`config.mk`:
```
export PLATFORM = sky130hd
export DESIGN_NAME = seg7_disp_ctrl_flat
export DESIGN_NICKNAME = d
export VERILOG_FILES = /design/src/rtl/seg7_pkg.sv /design/src/rtl/seg7_disp_ctrl_if.sv /design/src/rtl/bin2bcd_seq.sv /design/src/rtl/seg7_disp_ctrl.sv /design/src/flat_wrapper.sv
export SDC_FILE = /design/constraint.sdc
export NUM_CORES = 1
export LEC_CHECK = 0
export CORE_MARGIN = 2
export CORE_UTILIZATION = 40
export DETAILED_ROUTE_END_ITERATION = 8
export MAX_ROUTING_LAYER = met4
export PLACE_DENSITY = 0.69
export SYNTH_ARGS = -nofsm -noshare
export SYNTH_HDL_FRONTEND = slang
export SYNTH_SLANG_ARGS = --single-unit
```
`constraint.sdc`:
```
create_clock -name clk -period 2.3 [get_ports clk]
set_input_delay 0.46 -clock clk [delete_from_list [all_inputs] [get_ports clk]]
set_output_delay 0.46 -clock clk [all_outputs]
set_load 0.05 [all_outputs]
```
`src/rtl/seg7_pkg.sv`:
```
// rtl/seg7_pkg.sv - shared constants, FSM encoding and BCD step helper for the 7-segment controller
package seg7_pkg;

  localparam logic [1:0] ADDR_DATA_L = 2'd0;
  localparam logic [1:0] ADDR_DATA_H = 2'd1;
  localparam logic [1:0] ADDR_CTRL   = 2'd2;
  localparam logic [1:0] ADDR_FMASK  = 2'd3;

  localparam int CTRL_EN   = 0;
  localparam int CTRL_DEC  = 1;
  localparam int CTRL_LZB  = 2;
  localparam int CTRL_BUSY = 7;

  localparam int DIG_MAX = 8;

  typedef enum logic [1:0] {
    ST_IDLE = 2'd0,
    ST_CONV = 2'd1,
    ST_LOAD = 2'd2
  } conv_state_e;

  // One double-dabble iteration on {bcd[19:0], bin[15:0]}: add 3 to each BCD nibble >= 5, then shift left.
  function automatic logic [35:0] dabble_step(input logic [35:0] s);
    logic [35:0] t;
    t = s;
    for (int i = 0; i < 5; i++) begin
      if (t[16 + 4*i +: 4] >= 4'd5) begin
        t[16 + 4*i +: 4] = t[16 + 4*i +: 4] + 4'd3;
      end
    end
    return {t[34:0], 1'b0};
  endfunction

endpackage

```
`src/rtl/seg7_disp_ctrl_if.sv`:
```
// rtl/seg7_disp_ctrl_if.sv - CPU register bus for the 7-segment controller
interface seg7_disp_ctrl_if;
  logic [1:0] ADDR;
  logic [7:0] DIN;
  logic       WE;
  logic       RE;
  logic [7:0] DOUT;

  modport master (output ADDR, DIN, WE, RE, input DOUT);
  modport slave  (input ADDR, DIN, WE, RE, output DOUT);
endinterface

```
`src/rtl/bin2bcd_seq.sv`:
```
// rtl/bin2bcd_seq.sv - 16-bit sequential double-dabble converter with start/abort/done
module bin2bcd_seq
  import seg7_pkg::*;
(
  input  logic        clk,
  input  logic        rst,
  input  logic        start_i,
  input  logic        abort_i,
  input  logic [15:0] bin_i,
  output logic [19:0] bcd_o,
  output logic        busy_o,
  output logic        done_o
);

  conv_state_e state_q;
  logic [35:0] shift_q;
  logic [3:0]  cnt_q;
  logic        busy_q;
  logic        done_q;

  // Conversion FSM: a new start always wins and restarts from scratch, so only the newest value completes.
  always_ff @(posedge clk) begin
    if (rst) begin
      state_q <= ST_IDLE;
      shift_q <= '0;
      cnt_q   <= '0;
      busy_q  <= 1'b0;
      done_q  <= 1'b0;
    end else if (start_i) begin
      state_q <= ST_CONV;
      shift_q <= {20'b0, bin_i};
      cnt_q   <= '0;
      busy_q  <= 1'b1;
      done_q  <= 1'b0;
    end else if (abort_i) begin
      state_q <= ST_IDLE;
      busy_q  <= 1'b0;
      done_q  <= 1'b0;
    end else begin
      case (state_q)
        ST_CONV: begin
          shift_q <= dabble_step(shift_q);
          cnt_q   <= cnt_q + 4'd1;
          if (cnt_q == 4'd15) begin
            state_q <= ST_LOAD;
            done_q  <= 1'b1;
          end
        end
        ST_LOAD: begin
          state_q <= ST_IDLE;
          busy_q  <= 1'b0;
          done_q  <= 1'b0;
        end
        default: begin
          state_q <= ST_IDLE;
        end
      endcase
    end
  end

  assign bcd_o  = shift_q[35:16];
  assign busy_o = busy_q;
  assign done_o = done_q;

endmodule

```
`src/rtl/seg7_disp_ctrl.sv`:
```
// rtl/seg7_disp_ctrl.sv - register file, hex/decimal digit update and blanking for the 7-segment scanner
module seg7_disp_ctrl
  import seg7_pkg::*;
#(
  parameter int DIG_N = 8,
  parameter int W     = 16
) (
  input  logic             clk,
  input  logic             rst,
  seg7_disp_ctrl_if.slave  bus,
  output logic [31:0]      DIGITS,
  output logic [7:0]       BLANK,
  output logic             BUSY
);

  logic [7:0]   data_l_q;
  logic [7:0]   data_h_q;
  logic [W-1:0] val_q;
  logic [2:0]   ctrl_q;
  logic [7:0]   fmask_q;
  logic [31:0]  digits_q;
  logic [7:0]   blank_q;
  logic [7:0]   dout_q;

  logic         wr_data_h;
  logic         wr_ctrl;
  logic         new_dec;
  logic         update;
  logic         conv_start;
  logic         hex_load;
  logic [W-1:0] commit_val;
  logic [19:0]  conv_bcd;
  logic         conv_busy;
  logic         conv_done;
  logic [7:0]   blank_d;
  logic [7:0]   rd_d;
  int           msd;

  // Decode writes into update requests; a DEC toggle re-renders the last committed value.
  always_comb begin
    wr_data_h  = bus.WE && (bus.ADDR == ADDR_DATA_H);
    wr_ctrl    = bus.WE && (bus.ADDR == ADDR_CTRL);
    new_dec    = wr_ctrl ? bus.DIN[CTRL_DEC] : ctrl_q[CTRL_DEC];
    update     = wr_data_h || (wr_ctrl && (bus.DIN[CTRL_DEC] != ctrl_q[CTRL_DEC]));
    commit_val = wr_data_h ? {bus.DIN, data_l_q} : val_q;
    conv_start = update && new_dec;
    hex_load   = update && !new_dec;
  end

  bin2bcd_seq u_bcd (
    .clk     (clk),
    .rst     (rst),
    .start_i (conv_start),
    .abort_i (hex_load),
    .bin_i   (commit_val),
    .bcd_o   (conv_bcd),
    .busy_o  (conv_busy),
    .done_o  (conv_done)
  );

  // Blank mask from the displayed digits: leading zeros above the top nonzero digit, never digit 0.
  always_comb begin
    msd = 0;
    for (int i = 0; i < DIG_MAX; i++) begin
      if (digits_q[4*i +: 4] != 4'd0) msd = i;
    end
    for (int i = 0; i < DIG_MAX; i++) begin
      blank_d[i] = !ctrl_q[CTRL_EN] || fmask_q[i] || (i >= DIG_N) ||
                   (ctrl_q[CTRL_LZB] && (i > msd) && (i != 0));
    end
  end

  // Read mux; CTRL reports the live conversion status in its top bit.
  always_comb begin
    rd_d = 8'h00;
    case (bus.ADDR)
      ADDR_DATA_L: rd_d = data_l_q;
      ADDR_DATA_H: rd_d = data_h_q;
      ADDR_CTRL: begin
        rd_d[2:0]       = ctrl_q;
        rd_d[CTRL_BUSY] = conv_busy;
      end
      default:     rd_d = fmask_q;
    endcase
  end

  // Register file and display registers; a conversion result is dropped if a newer update lands with it.
  always_ff @(posedge clk) begin
    if (rst) begin
      data_l_q <= '0;
      data_h_q <= '0;
      val_q    <= '0;
      ctrl_q   <= '0;
      fmask_q  <= '0;
      digits_q <= '0;
      blank_q  <= 8'hFF;
      dout_q   <= '0;
    end else begin
      if (bus.WE) begin
        case (bus.ADDR)
          ADDR_DATA_L: data_l_q <= bus.DIN;
          ADDR_DATA_H: begin
            data_h_q <= bus.DIN;
            val_q    <= commit_val;
          end
          ADDR_CTRL:   ctrl_q  <= bus.DIN[2:0];
          default:     fmask_q <= bus.DIN;
        endcase
      end
      if (hex_load) begin
        digits_q <= {{(32-W){1'b0}}, commit_val};
      end else if (conv_done && !update) begin
        digits_q <= {12'b0, conv_bcd};
      end
      blank_q <= blank_d;
      if (bus.RE) dout_q <= rd_d;
    end
  end

  assign DIGITS   = digits_q;
  assign BLANK    = blank_q;
  assign BUSY     = conv_busy;
  assign bus.DOUT = dout_q;

endmodule

```
`src/flat_wrapper.sv`:
```
// flat-port wrapper written by rule: the top's interface ports become plain ports
module seg7_disp_ctrl_flat import seg7_pkg::*;
#(
  parameter int DIG_N = 8,
  parameter int W     = 16
)
  (clk, rst, DIGITS, BLANK, BUSY, bus_ADDR, bus_DIN, bus_WE, bus_RE, bus_DOUT);
  seg7_disp_ctrl_if bus_i ();
  input  logic clk;
  input  logic rst;
  output logic [31:0] DIGITS;
  output logic [7:0] BLANK;
  output logic BUSY;
  input wire logic [$bits(bus_i.ADDR)-1:0] bus_ADDR;
  input wire logic [$bits(bus_i.DIN)-1:0] bus_DIN;
  input wire logic [$bits(bus_i.WE)-1:0] bus_WE;
  input wire logic [$bits(bus_i.RE)-1:0] bus_RE;
  output wire logic [$bits(bus_i.DOUT)-1:0] bus_DOUT;
  assign bus_i.ADDR = bus_ADDR;
  assign bus_i.DIN = bus_DIN;
  assign bus_i.WE = bus_WE;
  assign bus_i.RE = bus_RE;
  assign bus_DOUT = bus_i.DOUT;
  seg7_disp_ctrl #(.DIG_N(DIG_N), .W(W)) u_core (.clk(clk), .rst(rst), .bus(bus_i), .DIGITS(DIGITS), .BLANK(BLANK), .BUSY(BUSY));
endmodule
```
* Word level (Yosys, flattened, before mapping)
Index checks and enable logic that the tools add are counted.
** Word-level totals
- Flip-flop bits (word level) :: 123
- Bits of input ports :: 14
- Word-level logic and storage cells :: 127
** Operators by class
- $add $sub $neg :: 6
- Order comparisons :: 12
- Equality and inequality tests :: 9
- Muxes and demuxes :: 28
- Bitwise operators :: 3
- Reductions and logical operators :: 53
** Operators with widths (count)
- $mux W16 :: 6
- $ge A4 B3 Y1 const B :: 5
- $add A4 B2 Y4 const B :: 4
- $logic_or A1 B1 Y1 :: 16
- $mux W4 :: 4
- $reduce_bool A4 Y1 :: 4
- $reduce_and A2 Y1 :: 7
- $logic_and A1 B1 Y1 :: 13
- $gt A3 B3 Y1 const A :: 4
- $pmux W4 S3 :: 1
- $mux W1 :: 10
- $pmux W3 S3 :: 1
- $gt A2 B3 Y1 const A :: 2
- $mux W3 :: 2
- $reduce_bool A2 Y1 :: 3
- $reduce_or A3 Y1 :: 2
- $add A4 B1 Y4 const B :: 1
- $eq A2 B1 Y1 const B :: 2
- $eq A2 B2 Y1 const B :: 2
- $eq A4 B4 Y1 const B :: 1
- $mux W2 :: 2
- $ne A4 B2 Y1 const B :: 1
- $reduce_or A2 Y1 :: 2
- $reduce_or A4 Y1 :: 1
- 11 further kinds :: 15

* Longest topological paths before layout
Gate-level depths: netlist of the first run.
- Word-level depth :: 8
- Mapped depth :: 8

* Hierarchy
Synthesis of the first run repeated with hierarchy kept, for this count alone.
** Unflattened totals
- Cell total of the unflattened synthesis :: 644
- Area total of the unflattened synthesis :: 5706.7 um^2
** By module, submodules not included
- seg7_disp_ctrl :: times used 1, cells an instance 348, area an instance 3389.5 um^2, seq. area each 1581.5 um^2
- bin2bcd_seq :: times used 1, cells an instance 296, area an instance 2317.2 um^2, seq. area each 880.8 um^2

* Worst setup path before layout of the first run
OpenSTA, ideal clock, no wires.
- Path type :: in2reg
- From :: input port bus_ADDR[1]
- To :: register u_core.u_bcd.shift_q[6]
- Setup time :: 0.128 ns
- Arrival :: 1.672 ns
- Path slack :: 0.501 ns
- Stages on the path :: 7
- Cells stage by stage :: buf_4 -> nand3b_4 -> buf_6 -> mux2i_2 -> inv_2 -> a222oi_1 -> nor2_1
** On the way
- Cells in the longest elaborated chain, start to end :: 7
** Ends and longest elaborated chain
- start, declared :: line flat_wrapper.sv:14 : input wire logic [$bits(bus_i.ADDR)-1:0] bus_ADDR;
- $eq A2 B2 Y1 :: line seg7_disp_ctrl.sv:42 : wr_ctrl = bus.WE && (bus.ADDR == ADDR_CTRL);
- $logic_and A1 B1 Y1 :: line seg7_disp_ctrl.sv:42
- $mux W1 or $logic_and A1 B1 Y1 (tied branches) :: line seg7_disp_ctrl.sv:43, seg7_disp_ctrl.sv:44
- $logic_not A1 Y1 or $logic_or A1 B1 Y1 (tied branches) :: line seg7_disp_ctrl.sv:47, seg7_disp_ctrl.sv:44
- $logic_and A1 B1 Y1, on equally long branches :: line seg7_disp_ctrl.sv:47, seg7_disp_ctrl.sv:46
- $ne A2 B1 Y1 (no line) or $reduce_bool A2 Y1 (tied branches)
- $reduce_and A2 Y1 (no line)
- end signal, assigned :: line bin2bcd_seq.sv:31 : shift_q <= {20'b0, bin_i};
- end signal, assigned :: line bin2bcd_seq.sv:42 : shift_q <= dabble_step(shift_q);
- end, declared :: line bin2bcd_seq.sv:16 : logic [35:0] shift_q;
Several ways; a longest one is shown, not always the timed one.
A chain may end at the register's enable or synchronous reset.

* Worst setup path in the final report of the first run
- From :: input port bus_DIN[1]
- To :: register u_core.digits_q[8] (netlist: u_core.DIGITS[8])
** On the way
- Cells in the longest elaborated chain, start to end :: 6
** Ends and longest elaborated chain
- start, declared :: line flat_wrapper.sv:15 : input wire logic [$bits(bus_i.DIN)-1:0] bus_DIN;
- $ne A1 B1 Y1 :: line seg7_disp_ctrl.sv:44 : update = wr_data_h || (wr_ctrl && (bus.DIN[CTRL_DEC] != ctrl_q[CTRL_DEC]));
- $logic_and A1 B1 Y1 :: line seg7_disp_ctrl.sv:44
- $logic_or A1 B1 Y1 :: line seg7_disp_ctrl.sv:44
- $logic_not A1 Y1 :: line seg7_disp_ctrl.sv:112 : end else if (conv_done && !update) begin
- $logic_and A1 B1 Y1 :: line seg7_disp_ctrl.sv:112
- $reduce_bool A2 Y1 (no line)
- end signal, assigned :: line seg7_disp_ctrl.sv:111 : digits_q <= {{(32-W){1'b0}}, commit_val};
- end signal, assigned :: line seg7_disp_ctrl.sv:113 : digits_q <= {12'b0, conv_bcd};
- end, declared :: line seg7_disp_ctrl.sv:21 : logic [31:0] digits_q;
Several ways; a longest one is shown, not always the timed one.

==> results.yml, run 1 <==
run:
  drv_cap: 0
sta:
  fmax_mhz: 474
  min_period_ns: 2.11
  finalHoldViolations: 0
  fin_skew_ns: 0.00604
  worst_slack_ns: 0.191
  worst_pin_slew_ns: 0.853
  rsz0062_at_grt: "no"
  holdWs_ns: 0.453
  setup_viol: 0
  maxSlewViolCount: 0
  slew_headroom_pct: 42.6
  fin_crit_sh_pct: 91.7
synth:
  synth_top_area_share_pct: 45.1
  ys_types: 53
  synth_seq_cells: 123
  synthArstFlopShare_pct: 0
  ys_seq_area_share_pct: 45.1
  syn_area_um2: 5460
  syn_avg_cell_area_um2: 9.31
  synth_most_common_cell: "dfxtp_1"
  synthTopCellsByCount: "123 x dfxtp_1, 101 x nor2_1, 55 x nand2_1"
  synth.largest_area_cell: "dfxtp_1"
  synth_edf_count: 0
  syn_inst: 587
  synth.area.top_cells: "dfxtp_1 45%, mux2i_1 7.0%, nor2_1 6.9%"
  synth_ff_type: "dfxtp_1"
  yosysWarnings: 0
cts:
  cts.repair.resized: 0
  cts_tree: "yes"
  cts.path.max_buffers: 2
  htreeDepth: 4
  post_cts_buffers: 0
  clock_sinks: 123
  cts-root-buf: "clkbuf_16"
  path_clk_slew_ns: 0.05
  hold_buffers: 0
  clock_latency_ns: 0.41
  cts_inserted_buffers: 17
layout:
  stdcell_count: 839
  syn_to_final_growth_pct: 25.1
  nets: 676
  antenna_cells: 0
  drive_gt1_share_pct: 14.5
  final_util_pct: 51.4
setup_path:
  rr_endpoint: "u_core.DIGITS[8]$_SDFFE_PP0P_"
  worstSetupEndpoint: "u_core.DIGITS[8]$_SDFFE_PP0P_"
  worstPathArrival_ns: 2.45
  required_ns: 2.64
  critPathKind: "in2reg"
  worstRegToRegCells: 5
  end_kind: "register"
  r2r_start: "u_core.ctrl_q[1]$_SDFFE_PP0P_"
  r2r_slack_ns: 0.38
  cp_max_fo: 14
  cp-startpoint: "bus_DIN[1]"
  start_kind: "primary input"
route:
  wl_per_cell_um: 15.9
  first_iter_violations: 312
  drc: 0
  wirelength_mm: 13.3
  via_per_inst: 5.33
  num_vias: 4472
  first_pass_iters: 6
  ant_nets: 0
worst_hold_path:
  hold_class: "reg2reg"
global_routing:
  antenna_found_initial: 0
  grt_start_max_net_pins: 47
  grt_pass1_vias: 4385
  gr-usage-all-layers_pct: 19.5
  grt_pass1_wl_mm: 21.9
  overflow: 0
place:
  port_buffers: 50
  dp_slack_ns: -0.192
  place_inst: 808
  dp_hpwl_mm: 9.26
  place_congestion: 0.831
power:
  pwr_density_cell_nw_per_um2: 800
  p_leak_nw: 2.68
  power_mw: 5.47
  max-vdd-ir-drop_uv: 477
floorplan:
  core_um2: 13300
  num_rows: 42
  die_w_um: 121
  io-pin-count: 63
  dieArea_um2: 14600
  dieHeight_um: 121
  initial_core_util_pct: 41.1
run_status:
  status: "finished, final reports clean"
## kinds of logic after synthesis
group / Yosys count / share of synthesized area (%)
AO/OA/AOI/OAI: 110 / 13.9
XOR/XNOR: 9 / 1.44
other: 1 / 0.0686
buffers and inverters: 71 / 6.85
multiplexers: 52 / 12.6
adder cells (fa/ha/maj): 11 / 2.52
AND/OR/NAND/NOR: 210 / 17.6
flip-flops: 123 / 45.1
## state kept, by name, summed over array words and instances (netlist names)
| register | flops |
|---|---|
| u_core.u_bcd.state_q | 2 |
| u_core.fmask_q | 8 |
| u_core.DIGITS | 20 |
| u_core.val_q | 16 |
| u_core.bus.DOUT | 8 |
| u_core.BLANK | 8 |
| u_core.u_bcd.cnt_q | 4 |
| u_core.data_l_q | 8 |
| u_core.ctrl_q | 3 |
| u_core.u_bcd.busy_o | 1 |
| u_core.data_h_q | 8 |
| u_core.u_bcd.done_o | 1 |
| u_core.u_bcd.shift_q | 36 |
## routing by layer
metal,wire [um],GRT usage [%],up-vias
li1,-,-,2143
met1,5940,24.1,2140
met2,6400,30.8,168
met3,806,5.12,21
met4,185,7.19,0
met5,0,-,-
## placed cells by master, fill, tap and decap left out, types with 2 or more instances in the layout
master           instances
a211o_1                  5
a211oi_1                 5
a21o_1                   4
a21oi_1                 40
a221oi_1                12
a222oi_1                10
and2_1                   2
and3_1                   2
buf_12                   3
buf_4                   30
bufinv_16                3
clkbuf_1                 2
clkbuf_16               17
clkbuf_8                 6
clkdlybuf4s50_1         49
clkinv_2                 2
conb_1                  12
dfxtp_1                123
ha_1                    11
inv_1                   12
inv_2                   10
mux2i_1                 38
mux2i_4                  9
mux4_2                   4
nand2_1                 55
nand2b_1                 7
nand3_1                 13
nand3b_4                 2
nor2_1                 101
nor2b_1                  3
nor3b_1                  8
nor4_1                   3
o211ai_1                 8
o21ai_0                 15
or2_2                    2
or3_1                    5
xnor2_1                  7
xor2_1                   2
## worst min-delay path by stage
stage                                          start                                     to  slack (ns)  cells after the start
2_1_floorplan  u_core.u_bcd.shift_q[15]$_SDFFE_PP0P_  u_core.u_bcd.shift_q[16]$_SDFFE_PP0P_        0.43                      2
6_report       u_core.u_bcd.shift_q[14]$_SDFFE_PP0P_  u_core.u_bcd.shift_q[14]$_SDFFE_PP0P_        0.45                      2
3_3_place_gp   u_core.u_bcd.shift_q[14]$_SDFFE_PP0P_  u_core.u_bcd.shift_q[14]$_SDFFE_PP0P_        0.44                      2
3_5_place_dp   u_core.u_bcd.shift_q[14]$_SDFFE_PP0P_  u_core.u_bcd.shift_q[14]$_SDFFE_PP0P_        0.45                      2
4_1_cts        u_core.u_bcd.shift_q[14]$_SDFFE_PP0P_  u_core.u_bcd.shift_q[14]$_SDFFE_PP0P_        0.45                      2
5_1_grt         u_core.u_bcd.shift_q[7]$_SDFFE_PP0P_   u_core.u_bcd.shift_q[7]$_SDFFE_PP0P_        0.47                      2
## where the power goes
part / switching, mW / internal, mW / total [mW] / leakage, nW
clock network: 0.906 / 1.87 / 2.77 / 0.305
registers: 0.0374 / 2.18 / 2.22 / 0.996
logic: 0.305 / 0.174 / 0.479 / 1.38
total: 1.25 / 4.22 / 5.47 / 2.68
## cell type report
| cell class | instances | area [um^2] |
|---|---|---|
| clock buffers | 25 | 515 |
| clock inverters | 6 | 108 |
| fillers | 1182 | 6460 |
| inverters | 22 | 82.6 |
| multi-input cells | 404 | 2670 |
| flip-flops and latches | 123 | 2460 |
| well taps | 176 | 220 |
| repair buffers | 83 | 781 |
## metrics by stage
stage / TNS, ns / area (um^2)
floorplan: 0 / 5510
global placement: -0.879 / 6210
detailed placement: -4.22 / 6210
CTS: 0 / 6840
global route: 0 / 6840
finish: 0 / 6840
## critical path, stage by stage
cell and delay (ns):
clkdlybuf4s50_1 0.55, and4bb_1 0.25, o21ai_4 0.26, nor2b_2 0.61
a221oi_1 0.18, nor2_1 0.13
Power figures use the tool's default switching activity.
==> run 2, diff against run 1 <==
--- a/config.mk
+++ b/config.mk
@@ -8,8 +8,9 @@
 export CORE_MARGIN = 2
 export CORE_UTILIZATION = 40
 export DETAILED_ROUTE_END_ITERATION = 8
+export HOLD_SLACK_MARGIN = 0.06
 export MAX_ROUTING_LAYER = met4
-export PLACE_DENSITY = 0.69
+export PLACE_DENSITY = 0.61
 export SYNTH_ARGS = -nofsm -noshare
 export SYNTH_HDL_FRONTEND = slang
 export SYNTH_SLANG_ARGS = --single-unit
==> results.yml, run 2 (synthesis results as in run 1) <==
layout:
  drive_gt1_share_pct: 14.9
  final_util_pct: 51.9
  nets: 680
  syn_to_final_growth_pct: 26.2
  mostFrequentLayoutCells: "123 x dfxtp_1, 101 x nor2_1, 55 x nand2_1"
  antenna_cells: 0
  stdcell_count: 842
  largest_reg_flops: 36
  mostFrequentLayoutCell: "dfxtp_1"
  regMostFlops: "u_core.u_bcd.shift_q"
setup_path:
  critPathKind: "reg2out"
  r2r_slack_ns: 0.37
  end_kind: "output pin"
  cp_top_family: "buffers and inverters"
  critPathBufInv: 1
  start_kind: "register"
  required_ns: 1.84
  cp_max_fo: 3
  cpMaxStageDelayCell: "clkdlybuf4s50_1"
  path_cells: "clkdlybuf4s50_1"
  worstPathArrival_ns: 1.69
  max_stage_delay_ns: 0.84
cts:
  path_clk_slew_ns: 0.06
  clock_latency_ns: 0.42
  cts.path.max_buffers: 2
  cts.repair.resized: 0
  cts_inserted_buffers: 17
  post_cts_buffers: 0
  cts-root-buf: "clkbuf_16"
  clock_sinks: 123
  htreeDepth: 4
  hold_buffers: 0
  cts_tree: "yes"
place:
  dp_slack_ns: -0.244
  place_inst: 812
  port_buffers: 50
  dp_hpwl_mm: 9.30
  place_congestion: 0.781
sta:
  maxSlewViolCount: 0
  setup_viol: 0
  min_period_ns: 2.15
  rsz0062_at_grt: "no"
  worst_pin_slew_ns: 0.714
  fin_skew_ns: 0.0119
  worst_slack_ns: 0.152
  fmax_mhz: 466
  slew_headroom_pct: 52.0
  finalHoldViolations: 0
  fin_crit_sh_pct: 93.4
floorplan:
  dieHeight_um: 121
  dieArea_um2: 14600
  die_w_um: 121
  io-pin-count: 63
  num_rows: 42
  initial_core_util_pct: 41.1
  core_um2: 13300
global_routing:
  gr-usage-all-layers_pct: 19.9
  grt_pass1_vias: 4177
  overflow: 0
  grt_pass1_wl_mm: 21.8
  grt_start_max_net_pins: 70
  antenna_found_initial: 0
power:
  max-vdd-ir-drop_uv: 405
  p_leak_nw: 2.71
  pwr_density_cell_nw_per_um2: 788
run_status:
  status: "finished, final reports clean"
route:
  wl_per_cell_um: 15.7
  wirelength_mm: 13.2
  first_pass_iters: 7
  num_vias: 4362
  first_iter_violations: 359
  ant_nets: 0
  via_per_inst: 5.18
  drc: 0
run:
  drv_cap: 0
worst_hold_path:
  hold_class: "in2reg"
==> run 2: cell types whose count changed in the layout (fill, tap and decap cells not counted), sizes merged <==
cell / previous run / this run
clkinv: 2 / 4
clkinvlp: 1 / 0
buf: 34 / 38
clkbuf: 25 / 23
==> run 2: path summary, 6_finish.rpt <==
path / startpoint / cells past startpoint / end
setup / recovery: u_core.DIGITS[7]$_SDFFE_PP0P_ / 1 / DIGITS[7]
hold / removal: rst / 2 / u_core.DIGITS[14]$_SDFFE_PP0P_
setup reg to reg: u_core.ctrl_q[1]$_SDFFE_PP0P_ / 6 / u_core.DIGITS[0]$_SDFFE_PP0P_
hold reg to reg: u_core.data_h_q[2]$_SDFFE_PP0P_ / 2 / u_core.data_h_q[2]$_SDFFE_PP0P_
==> run 2: area by class of cell <==
cell class	count	area (um^2)
multi-input combinational	404	2670
clock inverter	7	114
inverter	22	82.6
timing repair buffer	87	861
fill	1200	6400
clock buffer	23	488
sequential	123	2460
tap	176	220
==> run 2: power breakdown <==
part	switching, mW	leakage, nW	internal, mW
combinational	0.304	1.42	0.191
clock	0.924	0.299	1.80
sequential	0.0376	0.996	2.18
total	1.27	2.71	4.17
==> run 2: per-stage QoR <==
step / total power [mW] / area (um^2) / setup TNS, ns / hold slack [ns]
after floorplan: 2.60 / 5510 / 0 / 0.431
after global placement: 2.75 / 6290 / -1.68 / 0.440
after detailed placement: 2.76 / 6290 / -3.50 / 0.448
after CTS: 5.48 / 6900 / 0 / 0.419
after global routing: 5.63 / 6900 / 0 / 0.443
final: 5.44 / 6900 / 0 / 0.433
==> run 2: routing by layer <==
layer  track usage [%]  share of wire, %  wire, um
met3              5.55               5.0       666
met5                 -                 0         0
met2              29.2                45      5980
met4              6.90               1.6       210
met1              26.3                48      6370
